===== src/rtl/spw_tx_rate_ctrl.sv =====
// SpaceWire transmit-rate divider control.
// Holds the run-rate divider for the TX clock-enable generator, selects the
// startup rate until the link reaches Run, and accepts host divider writes
// over a valid/ready handshake. Divider changes while running are applied
// only on a bit-enable pulse that lands on a character boundary.
// Optional build macro: SPW_TX_RATE_RAMP_EN -- in RUN, walk the divider one
// step per qualified boundary toward the requested value instead of jumping.
module spw_tx_rate_ctrl #(
  parameter logic [6:0] DEFAULT_DIV = 7'd19,
  parameter logic [6:0] MIN_DIV     = 7'd1
) (
  input  logic       CLOCK,
  input  logic       RESET,
  input  logic       link_run,
  input  logic       tx_clk_en,
  input  logic       char_boundary,
  input  logic       cfg_valid,
  input  logic [6:0] cfg_div,
  output logic       cfg_ready,
  output logic [6:0] TX_CLK_DIV,
  output logic       startupRate,
  output logic       rate_update,
  output logic       cfg_err,
  output logic       busy
);

  localparam logic [1:0] ST_STARTUP = 2'd0;
  localparam logic [1:0] ST_ARM     = 2'd1;
  localparam logic [1:0] ST_RUN     = 2'd2;

  logic [1:0] state_q;
  logic [6:0] div_q;
  logic [6:0] pend_q;
  logic       pend_valid_q;
  logic       rate_update_q;
  logic       err_q;

  logic       qb;
  logic       wr_acc;
  logic       wr_low;
  logic [6:0] wr_div;

  // Qualified boundary, write acceptance and clamped write value
  always_comb begin
    qb     = tx_clk_en & char_boundary;
    wr_acc = cfg_valid & ~pend_valid_q;
    wr_low = (cfg_div < MIN_DIV);
    wr_div = wr_low ? MIN_DIV : cfg_div;
  end

`ifdef SPW_TX_RATE_RAMP_EN
  logic [6:0] step_div;

  // One-step move of the active divider toward the pending target
  always_comb begin
    if (div_q < pend_q)
      step_div = div_q + 7'd1;
    else if (div_q > pend_q)
      step_div = div_q - 7'd1;
    else
      step_div = div_q;
  end
`endif

  // State, divider, pending write and sticky error registers
  always_ff @(posedge CLOCK) begin
    if (RESET) begin
      state_q       <= ST_STARTUP;
      div_q         <= DEFAULT_DIV;
      pend_q        <= '0;
      pend_valid_q  <= 1'b0;
      rate_update_q <= 1'b0;
      err_q         <= 1'b0;
    end else begin
      rate_update_q <= 1'b0;
      if (wr_acc && wr_low)
        err_q <= 1'b1;

      case (state_q)
        ST_STARTUP: begin
          if (wr_acc)
            div_q <= wr_div;
          if (link_run)
            state_q <= ST_ARM;
        end

        ST_ARM: begin
          if (wr_acc)
            div_q <= wr_div;
          if (!link_run)
            state_q <= ST_STARTUP;
          else if (qb)
            state_q <= ST_RUN;
        end

        ST_RUN: begin
          if (!link_run) begin
            // Link drop wins over any boundary: land on the requested value
            // silently. A write accepted in this very cycle goes straight to
            // the divider since no pending stage survives the drop.
            state_q      <= ST_STARTUP;
            pend_valid_q <= 1'b0;
            pend_q       <= '0;
            if (pend_valid_q)
              div_q <= pend_q;
            else if (wr_acc)
              div_q <= wr_div;
          end else if (pend_valid_q) begin
            if (qb) begin
              rate_update_q <= 1'b1;
`ifdef SPW_TX_RATE_RAMP_EN
              div_q <= step_div;
              if (step_div == pend_q)
                pend_valid_q <= 1'b0;
`else
              div_q        <= pend_q;
              pend_valid_q <= 1'b0;
`endif
            end
          end else if (wr_acc) begin
            pend_q       <= wr_div;
            pend_valid_q <= 1'b1;
          end
        end

        default: state_q <= ST_STARTUP;
      endcase
    end
  end

  // Output decode from registered state
  always_comb begin
    cfg_ready   = ~pend_valid_q;
    TX_CLK_DIV  = div_q;
    startupRate = (state_q != ST_RUN);
    rate_update = rate_update_q;
    cfg_err     = err_q;
    busy        = pend_valid_q | (state_q == ST_ARM);
  end

endmodule

===== config.mk =====
export PLATFORM = sky130hd
export DESIGN_NAME = spw_tx_rate_ctrl
export DESIGN_NICKNAME = d
export VERILOG_FILES = /design/src/rtl/spw_tx_rate_ctrl.sv
export SDC_FILE = /design/constraint.sdc
export NUM_CORES = 1
export LEC_CHECK = 0
export BUFFER_PORTS_ARGS = -buffer_cell sky130_fd_sc_hd__buf_2
export CAP_MARGIN = 5
export CORE_MARGIN = 4
export CORE_UTILIZATION = 40
export CTS_CLUSTER_DIAMETER = 60
export CTS_CLUSTER_SIZE = 28
export DETAILED_ROUTE_END_ITERATION = 10
export GPL_TIMING_DRIVEN = 0
export PLACE_DENSITY = 0.65
export SETUP_SLACK_MARGIN = 0.15
export SYNTH_ARGS = -nofsm -noshare
export SYNTH_HDL_FRONTEND = slang
export SYNTH_SLANG_ARGS = --single-unit

===== constraint.sdc =====
create_clock -name CLOCK -period 2.2 [get_ports CLOCK]
set_input_delay 0.22 -clock CLOCK [delete_from_list [all_inputs] [get_ports CLOCK]]
set_output_delay 0.22 -clock CLOCK [all_outputs]
set_load 0.005 [all_outputs]

==> results of run 1 <==
critical path, stage by stage, from the launching register on:
cell     delay [ns]
dfxtp_1        0.44
inv_2          0.09
o31ai_4        0.43
o21ai_2        0.18
a221o_1        0.36
cell usage in the layout, fill, tap and decap left out:
cell      synthesis  final
a221oi_1          4      4
and3_1            1      1
o32ai_1           1      1
a21o_1            2      2
o21a_1            1      1
o21ai_2           1      1
o31ai_4           1      1
nand2b_1          2      2
and2_1            1      1
or3_1             4      4
a311oi_1          1      1
nand2_1           3      3
inv_1             6      6
o31ai_1           4      4
nor2_1           12     12
clkbuf_4          0      3
clkbuf_1          3      3
nand3_1           2      2
or2_2             1      1
clkinv_2          0      1
nor2b_2           1      1
nor4_1            2      2
a221o_1           2      2
a21o_2            1      1
a22oi_1           7      7
mux2i_1           1      1
or4_1             1      1
a21oi_1           2      2
dfxtp_1          19     19
nor2_2            1      1
o21ai_0           3      3
inv_2             2      2
buf_2             1     24
and2b_2           1      1
nand4_1           1      1
a31oi_1           2      2
cells by family after synthesis:
family          count (synthesis)  synth area share
simple gates                   33             0.200
compound gates                 32             0.294
flops                          19             0.441
buf+inv                        12            0.0536
mux                             1            0.0116
final timing paths:
| path | end | depth (start not counted) | startpoint | slack, ns |
|---|---|---|---|---|
| min | state_q[0] | 2 | char_boundary | 0.15 |
| min reg2reg | TX_CLK_DIV[6] | 2 | TX_CLK_DIV[6] | 0.47 |
| max reg2reg | TX_CLK_DIV[4] | 4 | pend_valid_q | 0.59 |
| max | TX_CLK_DIV[4] | 4 | pend_valid_q | 0.59 |
sequential cells by signal, indices dropped and copies added, names as in the netlist:
name / count
TX_CLK_DIV: 7
pend_q: 7
state_q: 2
pend_valid_q: 1
rate_update: 1
cfg_err: 1
final cells by class:
| cell class | count | area, µm² | area share |
|---|---|---|---|
| Buffer | 4 | 16.3 | 0.0156 |
| Clock buffer | 3 | 22.5 | 0.0217 |
| Clock inverter | 1 | 5.00 | 0.00481 |
| Inverter | 8 | 30.0 | 0.0289 |
| Multi-Input combinational cell | 66 | 437 | 0.420 |
| Sequential cell | 19 | 380 | 0.366 |
| Tap cell | 27 | 33.8 | 0.0325 |
| Timing Repair Buffer | 23 | 115 | 0.111 |
routing by layer:
layer | up-vias | track usage | part of all wire
li1 | 416 | - | -
met1 | 377 | 0.231 | 0.50
met2 | 22 | 0.209 | 0.42
met3 | 2 | 0.0381 | 0.068
met4 | 0 | 0.0622 | 0.0050
met5 | - | 0 | 0
power breakdown:
group	total [mW]	switching, mW	internal, mW	leakage (nW)
clock	0.174	0.106	0.0676	0.0177
sequential	0.363	0.00745	0.355	0.155
combinational	0.0730	0.0403	0.0327	0.237
==> out/summary.txt, run 1 <==
CP endpoint kind -> register
Port bufs -> 23
Drt drc -> 0
Max H-tree Level -> 1
Chip width -> 54.5 µm
Fraction of layout cells with a size suffix above 1 -> 0.298
IO Pins -> 25
Power Density -> 586 nW/µm²
Area Overhead vs Synth -> 20.4%
Startpoint types -> register
Peak VDD IR -> 0.276 mV
Minimum clock period -> 1.61 ns
Sequential fraction of the synthesis area -> 0.441
Num CTS Buffers -> 3
Synth Warn # -> 0
Total Power -> 0.610 mW
Crit Path Max Fanout -> 9
Post-CTS setup buffer count -> 0
Die area -> 2970 µm²
Post-Syn Instances -> 97
Initial antenna violation count -> 0
Aggregate routed wire length -> 2010 µm
Clock transition at path regs -> 0.10 ns
Synth top area share -> 0.441
Nets -> 138
Crit share post-route -> 0.730
Setup TNS Final -> 0 ns
Total nets after synthesis -> 110
Critical path data required time -> 2.39 ns
Final Cell Area -> 1040 µm²
Final setup violation count -> 0
Via density -> 5.41
RePlAce Congestion -> 0.785
HPWL Detailed -> 1540 µm
Num rows -> 16
Clock skew -> 0.00854 ns
FF+latch count, synth -> 19
Tot GR Track Use -> 0.155
DR pass1 iterations -> 4
Initial DRC count -> 27
Pleak -> 0.410 nW
Area leader, netlist -> dfxtp_1
Routed Antenna Nets -> 0
Total grt overflow -> 0
Max-slew violations -> 0
Rel. slew slack -> 0.721
Avg Cell Area, Syn -> 8.90 µm²
Die Y-Extent -> 54.5 µm
First-pass GRT wire length -> 3280 µm
CTS tree -> built
Worst-Skew Late Latency -> 0.29 ns
Status -> complete, no violations
Place WS -> 0.603 ns
Cell Area, Synth -> 863 µm²
Critical path class -> reg2reg
Count leader, synth -> dfxtp_1
Post-Layout Cell Count -> 151
Most frequent cells after synthesis -> dfxtp_1, nor2_1, a22oi_1
Worst-margin pin slew -> 0.414 ns
Vias in the first global route -> 716
Post-synth EDFFs -> 0
Starting density of the core -> 0.431
Hold Vio Cnt, Final -> 0
Crit path DAT -> 1.79 ns
Synth top area cells -> dfxtp_1, a22oi_1, nor2_1
Fillers -> 194
Pin count of the biggest net entering global routing -> 12
Core Area -> 2000 µm²
Yosys cell types -> 34
Avg WL per Cell -> 13.3 µm
# hold bufs at CTS -> 0
RSZ-0062 raised after global routing -> false
Clock sink count -> 19
PnR worst setup slack -> 0.594 ns
Ys flop type -> dfxtp_1
Maximum clock rate -> 623 MHz
Final core utilization -> 0.519
Max-capacitance violation count -> 0
CTS Buffer Depth -> 2
Root Buffer -> clkbuf_4
Worst hold path class -> in2reg
Via count -> 817
Diodes inserted -> 0
Dpl cell area -> 1010 µm²
Hold_ws -> 0.152 ns
Cell Count Post-Placement -> 147
Ys async rst share -> 0
PostCTS Resize Cnt -> 0
Note: power is estimated with default switching activity, not from simulation.
==> inputs of run 2 (changes only) <==
- clock period: 2.2 -> 1.5 ns (I/O delays scaled with it)
==> out/summary.txt, run 2 (synthesis gave the netlist of run 1 again) <==
Status -> complete, no violations
Total grt overflow -> 0 (unchanged)
Clock sink count -> 19 (unchanged)
DR pass1 iterations -> 4 (unchanged)
Worst path slowest cell -> or4_4
Worst-margin pin slew -> 0.461 ns (+0.0465 ns)
Diodes inserted -> 0 (unchanged)
Maximum clock rate -> 731 MHz (+17%)
Max H-tree Level -> 1 (unchanged)
HPWL Detailed -> 1580 µm (+2.6%)
Final Cell Area -> 1230 µm² (+18%)
Cell Count Post-Placement -> 147 (unchanged)
Minimum clock period -> 1.37 ns (-0.239 ns)
Total Power -> 0.915 mW (+50%)
Initial DRC count -> 12 (-56%)
CP cell instances -> nor2b_4, inv_2, buf_6, or4_4, o32ai_2, a31oi_1
Avg WL per Cell -> 14.1 µm (+5.7%)
R2R cell count -> 6 (+2)
Worst reg2reg startpoint -> state_q[1]
Final core utilization -> 0.613 (+0.0931)
Aggregate routed wire length -> 2260 µm (+12%)
Port bufs -> 23 (unchanged)
Initial antenna violation count -> 0 (unchanged)
Vias in the first global route -> 817 (+14%)
CTS tree -> built
Clock skew -> 0.00449 ns (-0.00405 ns)
R2R setup slack -> 0.13 ns (-0.46 ns)
Place WS -> -0.00713 ns (-0.610 ns)
Area Overhead vs Synth -> 42.0%
Crit path DAT -> 1.55 ns (-0.24 ns)
Core Area -> 2000 µm² (unchanged)
Reg-to-reg endpoint -> TX_CLK_DIV[0]
Die area -> 2970 µm² (unchanged)
Routed Antenna Nets -> 0 (unchanged)
RePlAce Congestion -> 0.768 (-2.2%)
Sequential cell area -> 389 µm² (+2.3%)
Area of the multi-input gates -> 541 µm² (+24%)
Hold Path Origin -> char_boundary
Via density -> 5.52 (+2.0%)
Die Y-Extent -> 54.5 µm (unchanged)
PnR worst setup slack -> 0.133 ns (-0.461 ns)
Pleak -> 0.482 nW (+18%)
Dpl cell area -> 1020 µm² (+1.1%)
Crit share post-route -> 0.912 (+0.181)
# hold bufs at CTS -> 0 (unchanged)
Num CTS Buffers -> 3 (unchanged)
Root Buffer -> clkbuf_4
Worst hold path class -> in2reg
WHS Endpoint -> state_q[0]
Critical path class -> reg2reg
Num rows -> 16 (unchanged)
Fillers -> 187 (-3.6%)
Peak VDD IR -> 0.468 mV (+69%)
Chip width -> 54.5 µm (unchanged)
Rel. slew slack -> 0.693 (-0.0285)
Crit Path Max Fanout -> 5 (-4)
Crit-path max cell delay -> 0.41 ns (-0.03 ns)
Via count -> 883 (+8.1%)
Tot GR Track Use -> 0.160 (+0.00455)
Hold depth -> 2 (unchanged)
Post-Layout Cell Count -> 160 (+6.0%)
Final setup violation count -> 0 (unchanged)
RSZ-0062 raised after global routing -> true
Most frequent cells in the layout -> buf_2, dfxtp_1, nor2_1
Pin count of the biggest net entering global routing -> 11 (-1)
Max-slew violations -> 0 (unchanged)
First-pass GRT wire length -> 3480 µm (+5.9%)
Most common cell after layout, fill and taps aside -> buf_2
CTS Buffer Depth -> 2 (unchanged)
Critical path data required time -> 1.68 ns (-0.71 ns)
Power Density -> 746 nW/µm² (+27%)
Worst-Skew Late Latency -> 0.29 ns (about the same)
Startpoint types -> register
Fraction of layout cells with a size suffix above 1 -> 0.489 (+0.190)
IO Pins -> 25 (unchanged)
Starting density of the core -> 0.431 (unchanged)
CP endpoint kind -> register
Nets -> 147 (+6.5%)
Max-capacitance violation count -> 0 (unchanged)
Critical path startpoint -> state_q[1]
Drt drc -> 0 (unchanged)
Clock transition at path regs -> 0.10 ns (about the same)
Hold Vio Cnt, Final -> 0 (unchanged)
[run 2: layer usage]
metal	up-vias	wire [µm]	global-route usage
met5	-	0	0
met4	0	22	0.0622
met3	4	160	0.0272
met2	31	1070	0.255
met1	414	1010	0.213
li1	434	-	-
[run 2: critical path: cells and delay by family, from the launching register on]
kind / cells / cell delay, ns
AO/OA/AOI/OAI: 2 / 0.16
flip-flops: 1 / 0.35
buffers and inverters: 2 / 0.19
AND/OR/NAND/NOR: 2 / 0.56
[run 2: area by class of cell]
| type | instances | share of cell area |
|---|---|---|
| buffer | 4 | 0.0214 |
| clock buffer | 4 | 0.0214 |
| inverter | 8 | 0.0245 |
| multi-input combinational | 66 | 0.441 |
| sequential | 19 | 0.317 |
| tap | 27 | 0.0276 |
| timing repair buffer | 32 | 0.147 |
[run 2: power by group]
part	internal [mW]	leakage, nW	switching (mW)	total (mW)
Combinational	0.0606	0.310	0.0709	0.131
Sequential	0.519	0.157	0.0107	0.530
Clock	0.103	0.0150	0.150	0.254
Total	0.683	0.482	0.232	0.915
[run 2: through the flow]
stage,TNS [ns],hold WS [ns]
floorplan,0,0.256
global placement,0,0.372
detailed placement,-0.0108,0.380
CTS,0,0.0710
global route,0,0.0733
finish,0,0.0659
[run 2: worst max-delay path by stage]
stage,endpoint,depth (start not counted)
floorplan,TX_CLK_DIV[1],5
global placement,TX_CLK_DIV[4],5
detailed placement,TX_CLK_DIV[4],5
CTS,TX_CLK_DIV[0],6
global route,TX_CLK_DIV[0],6
finish,TX_CLK_DIV[0],6
[run 2: timing repair]
item                                    in CTS  in global routing
gates cloned                                 1                  0
buffers inserted                             3                  5
pin swaps                                    5                  3
endpoints found under the setup margin      15                 15
gates resized for setup                      9                 18
==> inputs of run 3 (changes only) <==
- CTS_BUF_LIST: not set -> sky130_fd_sc_hd__clkbuf_16
==> out/summary.txt, run 3 (synthesis gave the netlist of run 1 again) <==
Root Buffer -> clkbuf_16
Max-slew violations -> 0 (unchanged)
Crit Path Max Fanout -> 7 (+2)
Startpoint types -> register
CP endpoint kind -> register
Hold Vio Cnt, Final -> 0 (unchanged)
Die area -> 2970 µm² (unchanged)
Worst hold path class -> in2reg
Most common cell after layout, fill and taps aside -> buf_2
CTS tree -> built
CTS Buffer Depth -> 2 (unchanged)
Initial antenna violation count -> 0 (unchanged)
Aggregate routed wire length -> 2380 µm (+5.6%)
Worst-Skew Late Latency -> 0.25 ns (-0.04 ns)
Setup TNS Final -> 0 ns (unchanged)
Tot GR Track Use -> 0.170 (+0.0106)
Initial DRC count -> 20 (+8)
Drt drc -> 0 (unchanged)
Starting density of the core -> 0.431 (unchanged)
Clock transition at path regs -> 0.05 ns (-0.05 ns)
Rel. slew slack -> 0.694 (+0.00111)
Critical path class -> reg2reg
Worst-margin pin slew -> 0.459 ns (-0.00167 ns)
Avg WL per Cell -> 14.7 µm (+4.3%)
Maximum clock rate -> 701 MHz (-4.1%)
Peak VDD IR -> 0.516 mV (+10%)
Die Y-Extent -> 54.5 µm (unchanged)
Num CTS Buffers -> 3 (unchanged)
Chip width -> 54.5 µm (unchanged)
Crit path DAT -> 1.56 ns (about the same)
Final setup violation count -> 0 (unchanged)
Most frequent cells in the layout -> buf_2, dfxtp_1, nor2_1
Vias in the first global route -> 832 (+1.8%)
Max-capacitance violation count -> 0 (unchanged)
Pleak -> 0.516 nW (+7.1%)
Final core utilization -> 0.633 (+0.0200)
Critical path data required time -> 1.63 ns (-0.05 ns)
Clock skew -> 0.00114 ns (-0.00335 ns)
Area Overhead vs Synth -> 46.7%
DR pass1 iterations -> 4 (unchanged)
Diodes inserted -> 0 (unchanged)
# hold bufs at CTS -> 0 (unchanged)
RSZ-0062 raised after global routing -> true
Port bufs -> 23 (unchanged)
Clock sink count -> 19 (unchanged)
Routed Antenna Nets -> 0 (unchanged)
Area of the multi-input gates -> 509 µm² (-5.8%)
Fraction of layout cells with a size suffix above 1 -> 0.430 (-0.0591)
Nets -> 149 (+1.4%)
Status -> complete, no violations
Pin count of the biggest net entering global routing -> 11 (unchanged)
First-pass GRT wire length -> 3650 µm (+5.0%)
PnR worst setup slack -> 0.0740 ns (-0.0588 ns)
IO Pins -> 25 (unchanged)
RePlAce Congestion -> 0.768 (unchanged)
Via count -> 882 (-0.11%)
Minimum clock period -> 1.43 ns (+0.0588 ns)
Num rows -> 16 (unchanged)
HPWL Detailed -> 1580 µm (unchanged)
Crit share post-route -> 0.951 (+0.0392)
Core Area -> 2000 µm² (unchanged)
Fillers -> 182 (-2.7%)
Max H-tree Level -> 1 (unchanged)
Power Density -> 948 nW/µm² (+27%)
Total grt overflow -> 0 (unchanged)
Place WS -> -0.00713 ns (unchanged)
Sequential cell area -> 389 µm² (unchanged)
Via density -> 5.44 (-1.3%)
## run 3: changes by cell type in the layout (fill, tap and decap cells not counted), moves of 2 or more
cell | before | now
a22oi_1 | 0 | 7
a22oi_2 | 7 | 0
clkbuf_16 | 0 | 3
clkbuf_4 | 3 | 0
o21ai_0 | 3 | 1
o21ai_1 | 0 | 2
## run 3: power breakdown
group	total, mW	internal (mW)	switching, mW
Combinational	0.137	0.0646	0.0720
Clock	0.532	0.354	0.178
Sequential	0.531	0.520	0.0116
Total	1.20	0.938	0.262
## run 3: metrics by stage
| stage | total power, mW | area [µm²] | instances | hold slack, ns |
|---|---|---|---|---|
| 3_3_place_gp | 0.651 | 1020 | 147 | 0.372 |
| 6_report | 1.20 | 1270 | 162 | 0.121 |
| 2_1_floorplan | 0.601 | 875 | 97 | 0.256 |
| 5_1_grt | 1.24 | 1270 | 162 | 0.134 |
| 3_5_place_dp | 0.652 | 1020 | 147 | 0.380 |
| 4_1_cts | 1.20 | 1200 | 156 | 0.121 |
## run 3: worst max-delay path, stage by stage (launching register included)
cell and delay [ns]:
dfxtp_4 0.36, nor2b_4 0.14, inv_2 0.07, buf_6 0.13, or4_4 0.43, o32ai_4 0.11, a31oi_1 0.06
## run 3: final timing paths
check                startpoint             to  slack (ns)  cells after the start
setup / recovery     state_q[0]  TX_CLK_DIV[0]        0.07                      6
hold / removal    char_boundary     state_q[0]        0.12                      2
setup reg to reg     state_q[0]  TX_CLK_DIV[0]        0.07                      6
hold reg to reg   TX_CLK_DIV[6]  TX_CLK_DIV[6]        0.46                      2
## run 3: what timing repair did
action | CTS | global route
gates resized for setup | 12 | 6
setup endpoints to repair | 15 | 15
buffers inserted | 5 | 6
pin swaps | 8 | 4
## run 3: final cells by class
cell class | instances | share of cell area
Timing Repair Buffer | 34 | 0.159
Buffer | 4 | 0.0188
Multi-Input combinational cell | 66 | 0.402
Tap cell | 27 | 0.0267
Clock buffer | 3 | 0.0593
Inverter | 8 | 0.0237
Sequential cell | 19 | 0.307
Clock inverter | 1 | 0.00296
## run 3: per-layer routing
layer	GRT usage	wire [µm]	vias to the layer above
met5	0	0	-
met4	0.0747	18	0
met3	0.0354	143	2
met2	0.281	1170	27
met1	0.212	1050	414
li1	-	-	439
